**src/rtl/serv_ibus_prefetch_if.sv**
```systemverilog
// Core fetch port plus Wishbone instruction-memory port seen by serv_ibus_prefetch.
// Signal directions are named from the prefetcher's side; the slave modport is the prefetcher.
`timescale 1ns/1ps
interface serv_ibus_prefetch_if;
  logic [31:0] i_ibus_adr;
  logic        i_ibus_cyc;
  logic [31:0] o_ibus_rdt;
  logic        o_ibus_ack;
  logic [31:0] o_wb_adr;
  logic        o_wb_cyc;
  logic [31:0] i_wb_rdt;
  logic        i_wb_ack;

  modport slave (
    input  i_ibus_adr, i_ibus_cyc, i_wb_rdt, i_wb_ack,
    output o_ibus_rdt, o_ibus_ack, o_wb_adr, o_wb_cyc
  );

  modport master (
    output i_ibus_adr, i_ibus_cyc, i_wb_rdt, i_wb_ack,
    input  o_ibus_rdt, o_ibus_ack, o_wb_adr, o_wb_cyc
  );
endinterface

```
**src/rtl/serv_ibus_prefetch.sv**
```systemverilog
// Single-entry sequential instruction prefetch buffer; hit acks 1 cycle after request, miss acks 1 cycle after i_wb_ack.
// Next-word prefetch is built only with SERV_IBUS_PREFETCH_EN defined; otherwise the buffer just keeps the last demand word.
`timescale 1ns/1ps
module serv_ibus_prefetch (
  input  logic                 i_clk,
  input  logic                 i_rst_n,
  input  logic                 i_flush,
  serv_ibus_prefetch_if.slave  bus
);

  typedef enum logic [1:0] {IDLE, DEMAND, PREFETCH, ACK} state_t;

  state_t      state_q, state_d;
  logic        buf_vld_q, buf_vld_d;
  logic [29:0] buf_adr_q, buf_adr_d;
  logic [31:0] buf_dat_q, buf_dat_d;
  logic [31:0] wb_adr_q, wb_adr_d;
  logic        wb_cyc_q, wb_cyc_d;
  logic        ack_q, ack_d;
  logic [31:0] rdt_q, rdt_d;
`ifdef SERV_IBUS_PREFETCH_EN
  logic [29:0] pf_adr_q, pf_adr_d;
  logic        stale_q, stale_d;
`endif

  logic [29:0] req_adr;
  logic        hit;
  logic [1:0]  unused_adr_bits;

  assign req_adr         = bus.i_ibus_adr[31:2];
  assign unused_adr_bits = bus.i_ibus_adr[1:0];
  assign hit             = buf_vld_q && !i_flush && (buf_adr_q == req_adr);

  always_comb begin
    state_d   = state_q;
    buf_vld_d = buf_vld_q;
    buf_adr_d = buf_adr_q;
    buf_dat_d = buf_dat_q;
    wb_adr_d  = wb_adr_q;
    wb_cyc_d  = wb_cyc_q;
    ack_d     = 1'b0;
    rdt_d     = rdt_q;
`ifdef SERV_IBUS_PREFETCH_EN
    pf_adr_d  = pf_adr_q;
    stale_d   = stale_q;
`endif

    case (state_q)
      IDLE: begin
        if (bus.i_ibus_cyc) begin
          if (hit) begin
            state_d  = ACK;
            ack_d    = 1'b1;
            rdt_d    = buf_dat_q;
`ifdef SERV_IBUS_PREFETCH_EN
            pf_adr_d = req_adr + 30'd1;
`endif
          end else begin
            state_d  = DEMAND;
            wb_cyc_d = 1'b1;
            wb_adr_d = {req_adr, 2'b00};
          end
        end
      end

      DEMAND: begin
        // Entered with wb_cyc low after a prefetch so the bus sees an idle cycle between cycles.
        if (!wb_cyc_q) begin
          wb_cyc_d = 1'b1;
        end else if (bus.i_wb_ack) begin
          wb_cyc_d  = 1'b0;
          buf_dat_d = bus.i_wb_rdt;
          buf_adr_d = wb_adr_q[31:2];
          buf_vld_d = 1'b1;
          state_d   = ACK;
          ack_d     = 1'b1;
          rdt_d     = bus.i_wb_rdt;
`ifdef SERV_IBUS_PREFETCH_EN
          pf_adr_d  = wb_adr_q[31:2] + 30'd1;
`endif
        end
      end

      ACK: begin
`ifdef SERV_IBUS_PREFETCH_EN
        state_d  = PREFETCH;
        wb_cyc_d = 1'b1;
        wb_adr_d = {pf_adr_q, 2'b00};
        stale_d  = 1'b0;
`else
        state_d  = IDLE;
`endif
      end

`ifdef SERV_IBUS_PREFETCH_EN
      PREFETCH: begin
        if (bus.i_wb_ack) begin
          wb_cyc_d = 1'b0;
          stale_d  = 1'b0;
          if (!stale_q && !i_flush) begin
            buf_dat_d = bus.i_wb_rdt;
            buf_adr_d = pf_adr_q;
            buf_vld_d = 1'b1;
          end
          if (bus.i_ibus_cyc && req_adr == pf_adr_q && !stale_q && !i_flush) begin
            state_d  = ACK;
            ack_d    = 1'b1;
            rdt_d    = bus.i_wb_rdt;
            pf_adr_d = pf_adr_q + 30'd1;
          end else if (bus.i_ibus_cyc) begin
            state_d  = DEMAND;
            wb_adr_d = {req_adr, 2'b00};
          end else begin
            state_d  = IDLE;
          end
        end else if (i_flush) begin
          stale_d = 1'b1;
        end
      end
`endif

      default: state_d = IDLE;
    endcase

    if (i_flush) buf_vld_d = 1'b0;
  end

  always_ff @(posedge i_clk or negedge i_rst_n) begin
    if (!i_rst_n) begin
      state_q   <= IDLE;
      buf_vld_q <= 1'b0;
      buf_adr_q <= '0;
      buf_dat_q <= '0;
      wb_adr_q  <= '0;
      wb_cyc_q  <= 1'b0;
      ack_q     <= 1'b0;
      rdt_q     <= '0;
`ifdef SERV_IBUS_PREFETCH_EN
      pf_adr_q  <= '0;
      stale_q   <= 1'b0;
`endif
    end else begin
      state_q   <= state_d;
      buf_vld_q <= buf_vld_d;
      buf_adr_q <= buf_adr_d;
      buf_dat_q <= buf_dat_d;
      wb_adr_q  <= wb_adr_d;
      wb_cyc_q  <= wb_cyc_d;
      ack_q     <= ack_d;
      rdt_q     <= rdt_d;
`ifdef SERV_IBUS_PREFETCH_EN
      pf_adr_q  <= pf_adr_d;
      stale_q   <= stale_d;
`endif
    end
  end

  assign bus.o_ibus_ack = ack_q;
  assign bus.o_ibus_rdt = rdt_q;
  assign bus.o_wb_adr   = wb_adr_q;
  assign bus.o_wb_cyc   = wb_cyc_q;

endmodule
```
**src/flat_wrapper.sv**
```systemverilog
// flat-port wrapper written by rule: the top's interface ports become plain ports
module serv_ibus_prefetch_flat 
  (i_clk, i_rst_n, i_flush, bus_i_ibus_adr, bus_i_ibus_cyc, bus_i_wb_rdt, bus_i_wb_ack, bus_o_ibus_rdt, bus_o_ibus_ack, bus_o_wb_adr, bus_o_wb_cyc);
  serv_ibus_prefetch_if bus_i ();
  input  logic i_clk;
  input  logic i_rst_n;
  input  logic i_flush;
  input wire logic [$bits(bus_i.i_ibus_adr)-1:0] bus_i_ibus_adr;
  input wire logic [$bits(bus_i.i_ibus_cyc)-1:0] bus_i_ibus_cyc;
  input wire logic [$bits(bus_i.i_wb_rdt)-1:0] bus_i_wb_rdt;
  input wire logic [$bits(bus_i.i_wb_ack)-1:0] bus_i_wb_ack;
  output wire logic [$bits(bus_i.o_ibus_rdt)-1:0] bus_o_ibus_rdt;
  output wire logic [$bits(bus_i.o_ibus_ack)-1:0] bus_o_ibus_ack;
  output wire logic [$bits(bus_i.o_wb_adr)-1:0] bus_o_wb_adr;
  output wire logic [$bits(bus_i.o_wb_cyc)-1:0] bus_o_wb_cyc;
  assign bus_i.i_ibus_adr = bus_i_ibus_adr;
  assign bus_i.i_ibus_cyc = bus_i_ibus_cyc;
  assign bus_i.i_wb_rdt = bus_i_wb_rdt;
  assign bus_i.i_wb_ack = bus_i_wb_ack;
  assign bus_o_ibus_rdt = bus_i.o_ibus_rdt;
  assign bus_o_ibus_ack = bus_i.o_ibus_ack;
  assign bus_o_wb_adr = bus_i.o_wb_adr;
  assign bus_o_wb_cyc = bus_i.o_wb_cyc;
  serv_ibus_prefetch u_core (.i_clk(i_clk), .i_rst_n(i_rst_n), .i_flush(i_flush), .bus(bus_i));
endmodule
```
**config.mk**
```make
export PLATFORM = sky130hd
export DESIGN_NAME = serv_ibus_prefetch_flat
export DESIGN_NICKNAME = d
export VERILOG_FILES = /design/src/rtl/serv_ibus_prefetch_if.sv /design/src/rtl/serv_ibus_prefetch.sv /design/src/flat_wrapper.sv
export SDC_FILE = /design/constraint.sdc
export NUM_CORES = 1
export LEC_CHECK = 0
export CORE_UTILIZATION = 53
export CTS_CLUSTER_SIZE = 12
export DETAILED_ROUTE_END_ITERATION = 12
export GPL_TIMING_DRIVEN = 0
export HOLD_SLACK_MARGIN = 0.02
export PLACE_DENSITY_LB_ADDON = 0.3
export SETUP_SLACK_MARGIN = 0.2
export SLEW_MARGIN = 30
export SYNTH_ARGS = -nofsm -noshare
export SYNTH_HDL_FRONTEND = slang
export SYNTH_SLANG_ARGS = --single-unit
export TNS_END_PERCENT = 30
```
**constraint.sdc**
```tcl
create_clock -name i_clk -period 3.45 [get_ports i_clk]
set_clock_uncertainty 0.2 [all_clocks]
set_input_delay 1.035 -clock i_clk [delete_from_list [all_inputs] [get_ports i_clk]]
set_output_delay 1.035 -clock i_clk [all_outputs]
set_load 0.02 [all_outputs]
```
==> reports/qor.txt, run 1 <==
crit path DAT: 3.35 ns
Final Slew Violations: 0
Period minus WS final: 3.16 ns
FF-to-FF Start: u_core.buf_adr_q[6]$_DFFE_PN0P_
syn avg cell area: 15.0 um^2
Fmax achieved: 316 MHz
Clock Latency Late Sink: 0.52 ns
Data required, critical path: 3.64 ns
gr usage total: 0.231
met2 wire length: 6000 um
total CTS buffers: 17
# IOs: 135
nets@finish: 596
crit path launch: bus_i_ibus_adr[23]
final instance area: 7690 um^2
first-pass GRT wire length: 19,300 um
Die ar.: 10,900 um^2
r2r setup slk: 0.89 ns
DRT Wirelength: 11,600 um
M1 WL: 4960 um
CTS Sinks: 129
IR drop worst, VDD: 0.525 mV
Die Y: 104 um
fin cells: 676
vias per cell: 5.18
setup tns final: 0 ns
core area: 10,200 um^2
total number of H-tree levels: 4
port bufs: 130
fillers: 681
CP max-delay cell: clkdlybuf4s50_1
yosys warns: 0
CP cell instances: clkdlybuf4s50_1, nand2b_1, nand4b_1, nor4_1, nand4_1, buf_4, o21bai_4, buf_6, mux2_2
Gate Count Post-Synth: 372
sequential cell area fraction in the yosys report: 0.580
max incr delay on CP: 0.51 ns
row cnt: 37
dpl cells: 640
post-synthesis register bit count: 129
max_cap viols: 0
DR iter-0 viols: 83
DR pass1 iterations: 6
Area after DPL: 7080 um^2
HPWL Detailed: 8080 um
area delta synth->final: 38.2%
Leakage: 3.19 nW
ant diodes: 0
number of global-route vias before repair: 3,916
RSZ-0062 raised after global routing: false
largest net degree at the start of global routing: 68
share of post-route cells with drive strength above 1: 0.391
met3 routed WL: 547 um
fin crit share: 0.916
die width: 104 um
Max FO, Critical Path: 10
largest cells by area after synthesis: dfrtp_1 (58%), mux2_2 (31%), xnor2_1 (3.1%), buf_6 (1.2%), buf_2 (0.81%)
Antenna Nets Post-Route: 0
Crit. path cell count: 9
FF-to-FF path depth: 8
Final Hold Viols: 0
leading area contributor after synthesis: dfrtp_1
via count: 3,500
Critical Path Start Type: input port
Clock Tree Root: clkbuf_8
average routed wire per standard cell: 17.2 um
Mapped Area: 5570 um^2
clk buf depth: 2
post-synth top area share: 0.580
Top Layer Used: met4
critical path's top delay family: buffers and inverters
gr ovfl total: 0
RD Place Congestion: 0.756
CTS tree: done
HP Class: input port to asynchronous set/reset pin
Slew HR: 0.578
Synth cell types: 28
Worst Path Buf+Inv: 3
crit path to: u_core.bus.o_ibus_rdt[0]$_DFFE_PN0P_
outcome: finished clean
actual slew at the worst max-slew pin: 0.633 ns
clock slew at reported path FFs: 0.06 ns
# DRC: 0
Crit Reg-Reg Endpoint: u_core.bus.o_ibus_rdt[0]$_DFFE_PN0P_
initial antenna violation count: 0
final setup fails: 0
crit end category: flop
critical path type: input port to flop
Starting Density: 0.544
PwrDens: 1030 nW/um^2
state kept, by name, summed over array words and instances (netlist names):
name and count:
u_core.buf_adr_q 30, u_core.buf_dat_q 32, u_core.buf_vld_q 1, u_core.bus.o_ibus_ack 1
u_core.bus.o_ibus_rdt 32, u_core.bus.o_wb_adr 30, u_core.bus.o_wb_cyc 1, u_core.state_q 2
cells by family after synthesis:
family,share of synthesized area
DFF,0.580
other,0.000674
and+or+nand+nor,0.0288
muxes,0.309
AOI/OAI and AO/OA,0.0169
buffers and inverters,0.0283
xor gates and xnor gates,0.0362
cell usage after synthesis:
cell type and count:
dfrtp_1 129, o21bai_4 1, xor2_1 3, nor4_1 3, xnor2_1 20, nor2b_1 2, nand2_1 5, o2111ai_1 1
nand4_1 5, buf_6 6, inv_1 5, conb_1 1, and3_1 1, o21bai_1 1, buf_4 2, nor2_1 6
a22o_2 1, mux2_2 153, a22o_1 1, o221ai_1 2, clkbuf_1 3, o21ai_0 3, nand4b_1 1, nor3_1 1
a211oi_1 1, nand2b_1 5, buf_2 9, nand3_1 1
final cells by class:
type | count | area (um^2) | area share
multi-input cells | 219 | 2190 | 0.285
clock buffers | 18 | 428 | 0.0556
repair buffers | 135 | 1360 | 0.177
well taps | 136 | 170 | 0.0221
flip-flops and latches | 129 | 3230 | 0.420
plain buffers | 20 | 139 | 0.0181
inverters | 5 | 18.8 | 0.00244
clock inverters | 14 | 153 | 0.0198
repair_timing:
| item | in CTS | in global routing |
|---|---|---|
| setup endpoints to repair | 29 | 45 |
| setup buffers | 0 | 4 |
| gates resized for setup | 1 | 0 |
| hold buffers | 0 | 0 |
| pin swaps | 0 | 2 |
how the worst min path moves through the flow:
stage	startpoint	slack, ns	to	depth (start not counted)
6_report	i_rst_n	0.24	u_core.bus.o_wb_adr[6]$_DFFE_PN0P_	1
3_5_place_dp	u_core.state_q[1]$_DFFE_PN0P_	0.27	u_core.state_q[0]$_DFFE_PN0P_	1
2_1_floorplan	u_core.state_q[1]$_DFFE_PN0P_	0.24	u_core.state_q[0]$_DFFE_PN0P_	1
4_1_cts	i_rst_n	0.26	u_core.bus.o_wb_adr[6]$_DFFE_PN0P_	1
3_3_place_gp	u_core.state_q[1]$_DFFE_PN0P_	0.25	u_core.state_q[0]$_DFFE_PN0P_	1
5_1_grt	i_rst_n	0.27	u_core.bus.o_wb_adr[6]$_DFFE_PN0P_	1
metrics by stage:
step | setup slack (ns) | utilization | power, mW | hold WS (ns)
final | 0.289 | 0.752 | 7.91 | 0.242
after global routing | 0.188 | 0.752 | 8.35 | 0.274
after CTS | 0.245 | 0.749 | 7.98 | 0.257
after detailed placement | -0.372 | 0.692 | 6.20 | 0.266
after global placement | -3.74 | 0.688 | 6.04 | 0.248
after floorplan | 0.641 | - | 4.87 | 0.239
where the power goes:
part / internal, mW / switching [mW] / total [mW]
combinational: 1.97 / 1.45 / 3.42
sequential: 2.30 / 0.455 / 2.76
clock: 1.05 / 0.684 / 1.74
total: 5.32 / 2.59 / 7.91
layer usage:
metal / up-vias / global-route usage
met5: - / 0
met4: 0 / 0.0816
met3: 11 / 0.0608
met2: 94 / 0.395
met1: 1773 / 0.281
li1: 1622 / -
placed cells by master (no fill, tap or decap), drive strengths merged:
| cell type | netlist | routed |
|---|---|---|
| o21ai | 3 | 3 |
| a211oi | 1 | 1 |
| o21bai | 2 | 2 |
| nand4b | 1 | 1 |
| mux2 | 153 | 153 |
| clkbuf | 3 | 21 |
| bufinv | 0 | 2 |
| clkdlybuf4s50 | 0 | 129 |
| clkinv | 0 | 4 |
| nand4 | 5 | 5 |
| buf | 17 | 23 |
| a22o | 2 | 2 |
| nand2b | 5 | 5 |
| nor4 | 3 | 3 |
| inv | 5 | 9 |
| dfrtp | 129 | 129 |
| o2111ai | 1 | 1 |
| nor3 | 1 | 1 |
| clkinvlp | 0 | 4 |
| nor2b | 2 | 2 |
| o221ai | 2 | 2 |
| and3 | 1 | 1 |
| conb | 1 | 2 |
| nand3 | 1 | 1 |
| nand2 | 5 | 5 |
| nor2 | 6 | 6 |
| xor2 | 3 | 3 |
| xnor2 | 20 | 20 |
No activity file was read; power rests on OpenSTA's default activity.
==> run 2, diff against run 1 <==
--- a/config.mk
+++ b/config.mk
@@ -5,9 +5,10 @@
 export SDC_FILE = /design/constraint.sdc
 export NUM_CORES = 1
 export LEC_CHECK = 0
-export CORE_UTILIZATION = 53
+export CORE_UTILIZATION = 60
 export CTS_CLUSTER_SIZE = 12
 export DETAILED_ROUTE_END_ITERATION = 12
+export DONT_BUFFER_PORTS = 1
 export GPL_TIMING_DRIVEN = 0
 export HOLD_SLACK_MARGIN = 0.02
 export PLACE_DENSITY_LB_ADDON = 0.3
==> run 2 against run 1 <==
  * Cell count shrank 24%
  * The flow now finishes with violations (DRC)
  * Setup slack better by 0.42 ns
  * Power is 11% lower
  * Largest cell class unchanged
==> reports/qor.txt, run 2 (synthesis results as in run 1) <==
ant diodes: 0 (unchanged)
crit-path most repeated cell: nand4_1
CTS tree: done
nets@finish: 461 (-23%)
# IOs: 135 (unchanged)
Die ar.: 9670 um^2 (-11%)
clk buf depth: 2 (unchanged)
total CTS buffers: 17 (unchanged)
first-pass GRT wire length: 16,500 um (-15%)
die width: 98.3 um (-5.9%)
setup tns final: 0 ns (unchanged)
max incr delay on CP: 0.40 ns (-0.11 ns)
port bufs: 0 (-100%)
RD Place Congestion: 0.734 (-2.9%)
total number of H-tree levels: 4 (unchanged)
register area: 3230 um^2 (unchanged)
commonest cells after routing, fill and taps aside: mux2_2 (153), dfrtp_1 (129), xnor2_1 (20)
failing checks: DRC
Crit Reg-Reg Endpoint: u_core.bus.o_ibus_rdt[23]$_DFFE_PN0P_
switching share of power: 0.335 (+0.00778)
PwrDens: 1120 nW/um^2 (+8.4%)
Fmax achieved: 365 MHz (+15%)
Antenna Nets Post-Route: 0 (unchanged)
postcts setup bufs: 0 (unchanged)
HPWL Detailed: 6780 um (-16%)
number of global-route vias before repair: 3,281 (-16%)
r2r setup slk: 0.85 ns (-0.04 ns)
initial antenna violation count: 0 (unchanged)
DR pass1 iterations: 7 (+1)
gr ovfl total: 0 (unchanged)
Clock Tree Root: clkbuf_8
Leakage: 2.65 nW (-17%)
Critical Path Start Type: input port
vias per cell: 5.83 (+13%)
DR iter-0 viols: 78 (-6.0%)
Clock Latency Late Sink: 0.50 ns (-0.02 ns)
largest net degree at the start of global routing: 130 (+91%)
critical path type: input port to flop
area delta synth->final: 13.1%
CP cell instances: xnor2_1, nand4_1, nor4_1, nand4_1, o21bai_4, buf_6, mux2_2
core area: 8850 um^2 (-14%)
DRT Wirelength: 9930 um (-15%)
sw power: 2.35 mW (-9.1%)
Starting Density: 0.629 (+0.0850)
Slew HR: 0.566 (-0.0119)
crit path DAT: 2.92 ns (-0.43 ns)
Period minus WS final: 2.74 ns (-0.420 ns)
FF-to-FF path depth: 7 (-1)
fin crit share: 0.795 (-0.122)
commonest non-fill, non-tap cell in the layout: mux2_2
Gate power share: 0.280 (-0.152)
fillers: 604 (-11%)
actual slew at the worst max-slew pin: 0.651 ns (+0.0179 ns)
max_cap viols: 0 (unchanged)
FF-to-FF Start: u_core.buf_adr_q[11]$_DFFE_PN0P_
RSZ-0062 raised after global routing: false
via count: 2,986 (-15%)
share of post-route cells with drive strength above 1: 0.500 (+0.109)
Max FO, Critical Path: 10 (unchanged)
Data required, critical path: 3.63 ns (about the same)
Final Slew Violations: 0 (unchanged)
Die Y: 98.3 um (-5.9%)
final setup fails: 0 (unchanged)
average routed wire per standard cell: 19.4 um (+13%)
area occupied by multi-input gates: 2190 um^2 (-0.29%)
CTS Sinks: 129 (unchanged)
outcome: finished, violations left
HP Class: input port to asynchronous set/reset pin
gr usage total: 0.224 (-0.00646)
clock power share: 0.251 (+0.031)
CP max-delay cell: nor4_1
Int Pwr: 4.67 mW (-12%)
row cnt: 34 (-8.1%)
# DRC: 10 (+10)
clock slew at reported path FFs: 0.06 ns (about the same)
CTS resizes: 0 (-1)
IR drop worst, VDD: 0.511 mV (-2.7%)
total power: 7.02 mW (-11%)
Final Hold Viols: 0 (unchanged)
Seq pwr share: 0.469 (+0.121)
crit end category: flop
==> run 2: cell type report <==
type / instances / share of cell area
well taps: 108 / 0.0215
plain buffers: 20 / 0.0221
flip-flops and latches: 129 / 0.513
clock buffers: 19 / 0.0685
multi-input cells: 219 / 0.347
inverters: 5 / 0.00298
clock inverters: 12 / 0.0254
==> run 2: worst max path at each step <==
stage                             startpoint                                    end  slack [ns]  depth (start not counted)
after floorplan            bus_i_ibus_adr[8]   u_core.bus.o_ibus_rdt[0]$_DFFE_PN0P_        0.64                          7
after CTS                 bus_i_ibus_adr[13]  u_core.bus.o_ibus_rdt[23]$_DFFE_PN0P_        0.70                          7
after detailed placement  bus_i_ibus_adr[13]  u_core.bus.o_ibus_rdt[23]$_DFFE_PN0P_        0.25                          7
after global routing      bus_i_ibus_adr[14]  u_core.bus.o_ibus_rdt[23]$_DFFE_PN0P_        0.57                          7
after global placement    bus_i_ibus_adr[13]  u_core.bus.o_ibus_rdt[20]$_DFFE_PN0P_        0.24                          7
final                     bus_i_ibus_adr[13]  u_core.bus.o_ibus_rdt[23]$_DFFE_PN0P_        0.71                          7
==> run 2: stage by stage <==
stage          instance area (um^2)  hold slack [ns]  std cells  setup slack (ns)  utilization
4_1_cts                        6300          0.00449        512             0.703        0.712
2_1_floorplan                  5570            0.239        373             0.641            -
3_5_place_dp                   5710            0.267        481             0.248        0.645
3_3_place_gp                   5710            0.250        481             0.237        0.645
5_1_grt                        6300          -0.0116        512             0.567        0.712
6_report                       6300           0.0261        512             0.709        0.712
==> run 2: power by group through the flow <==
| stage | clock network, mW | logic [mW] | registers, mW |
|---|---|---|---|
| 4_1_cts | 1.79 | 2.00 | 3.30 |
| 3_5_place_dp | 0 | 1.99 | 3.32 |
| 2_1_floorplan | 0 | 1.71 | 3.16 |
| 6_report | 1.76 | 1.97 | 3.30 |
| 3_3_place_gp | 0 | 1.91 | 3.28 |
| 5_1_grt | 1.86 | 2.15 | 3.40 |
==> run 2: worst max-delay path: cells and delay by family <==
kind                   cells  cell delay, ns
AND/OR/NAND/NOR            3            0.85
multiplexers               1            0.35
AO/OA/AOI/OAI              1            0.33
buffers and inverters      1            0.20
XOR/XNOR                   1            0.15
==> run 2: per-layer routing <==
metal	global-route usage	vias to the layer above	wire [um]
li1	-	1360	-
met3	0.0880	13	807
met1	0.280	1520	4120
met5	0	-	0
met2	0.356	93	4910
met4	0.0815	0	98
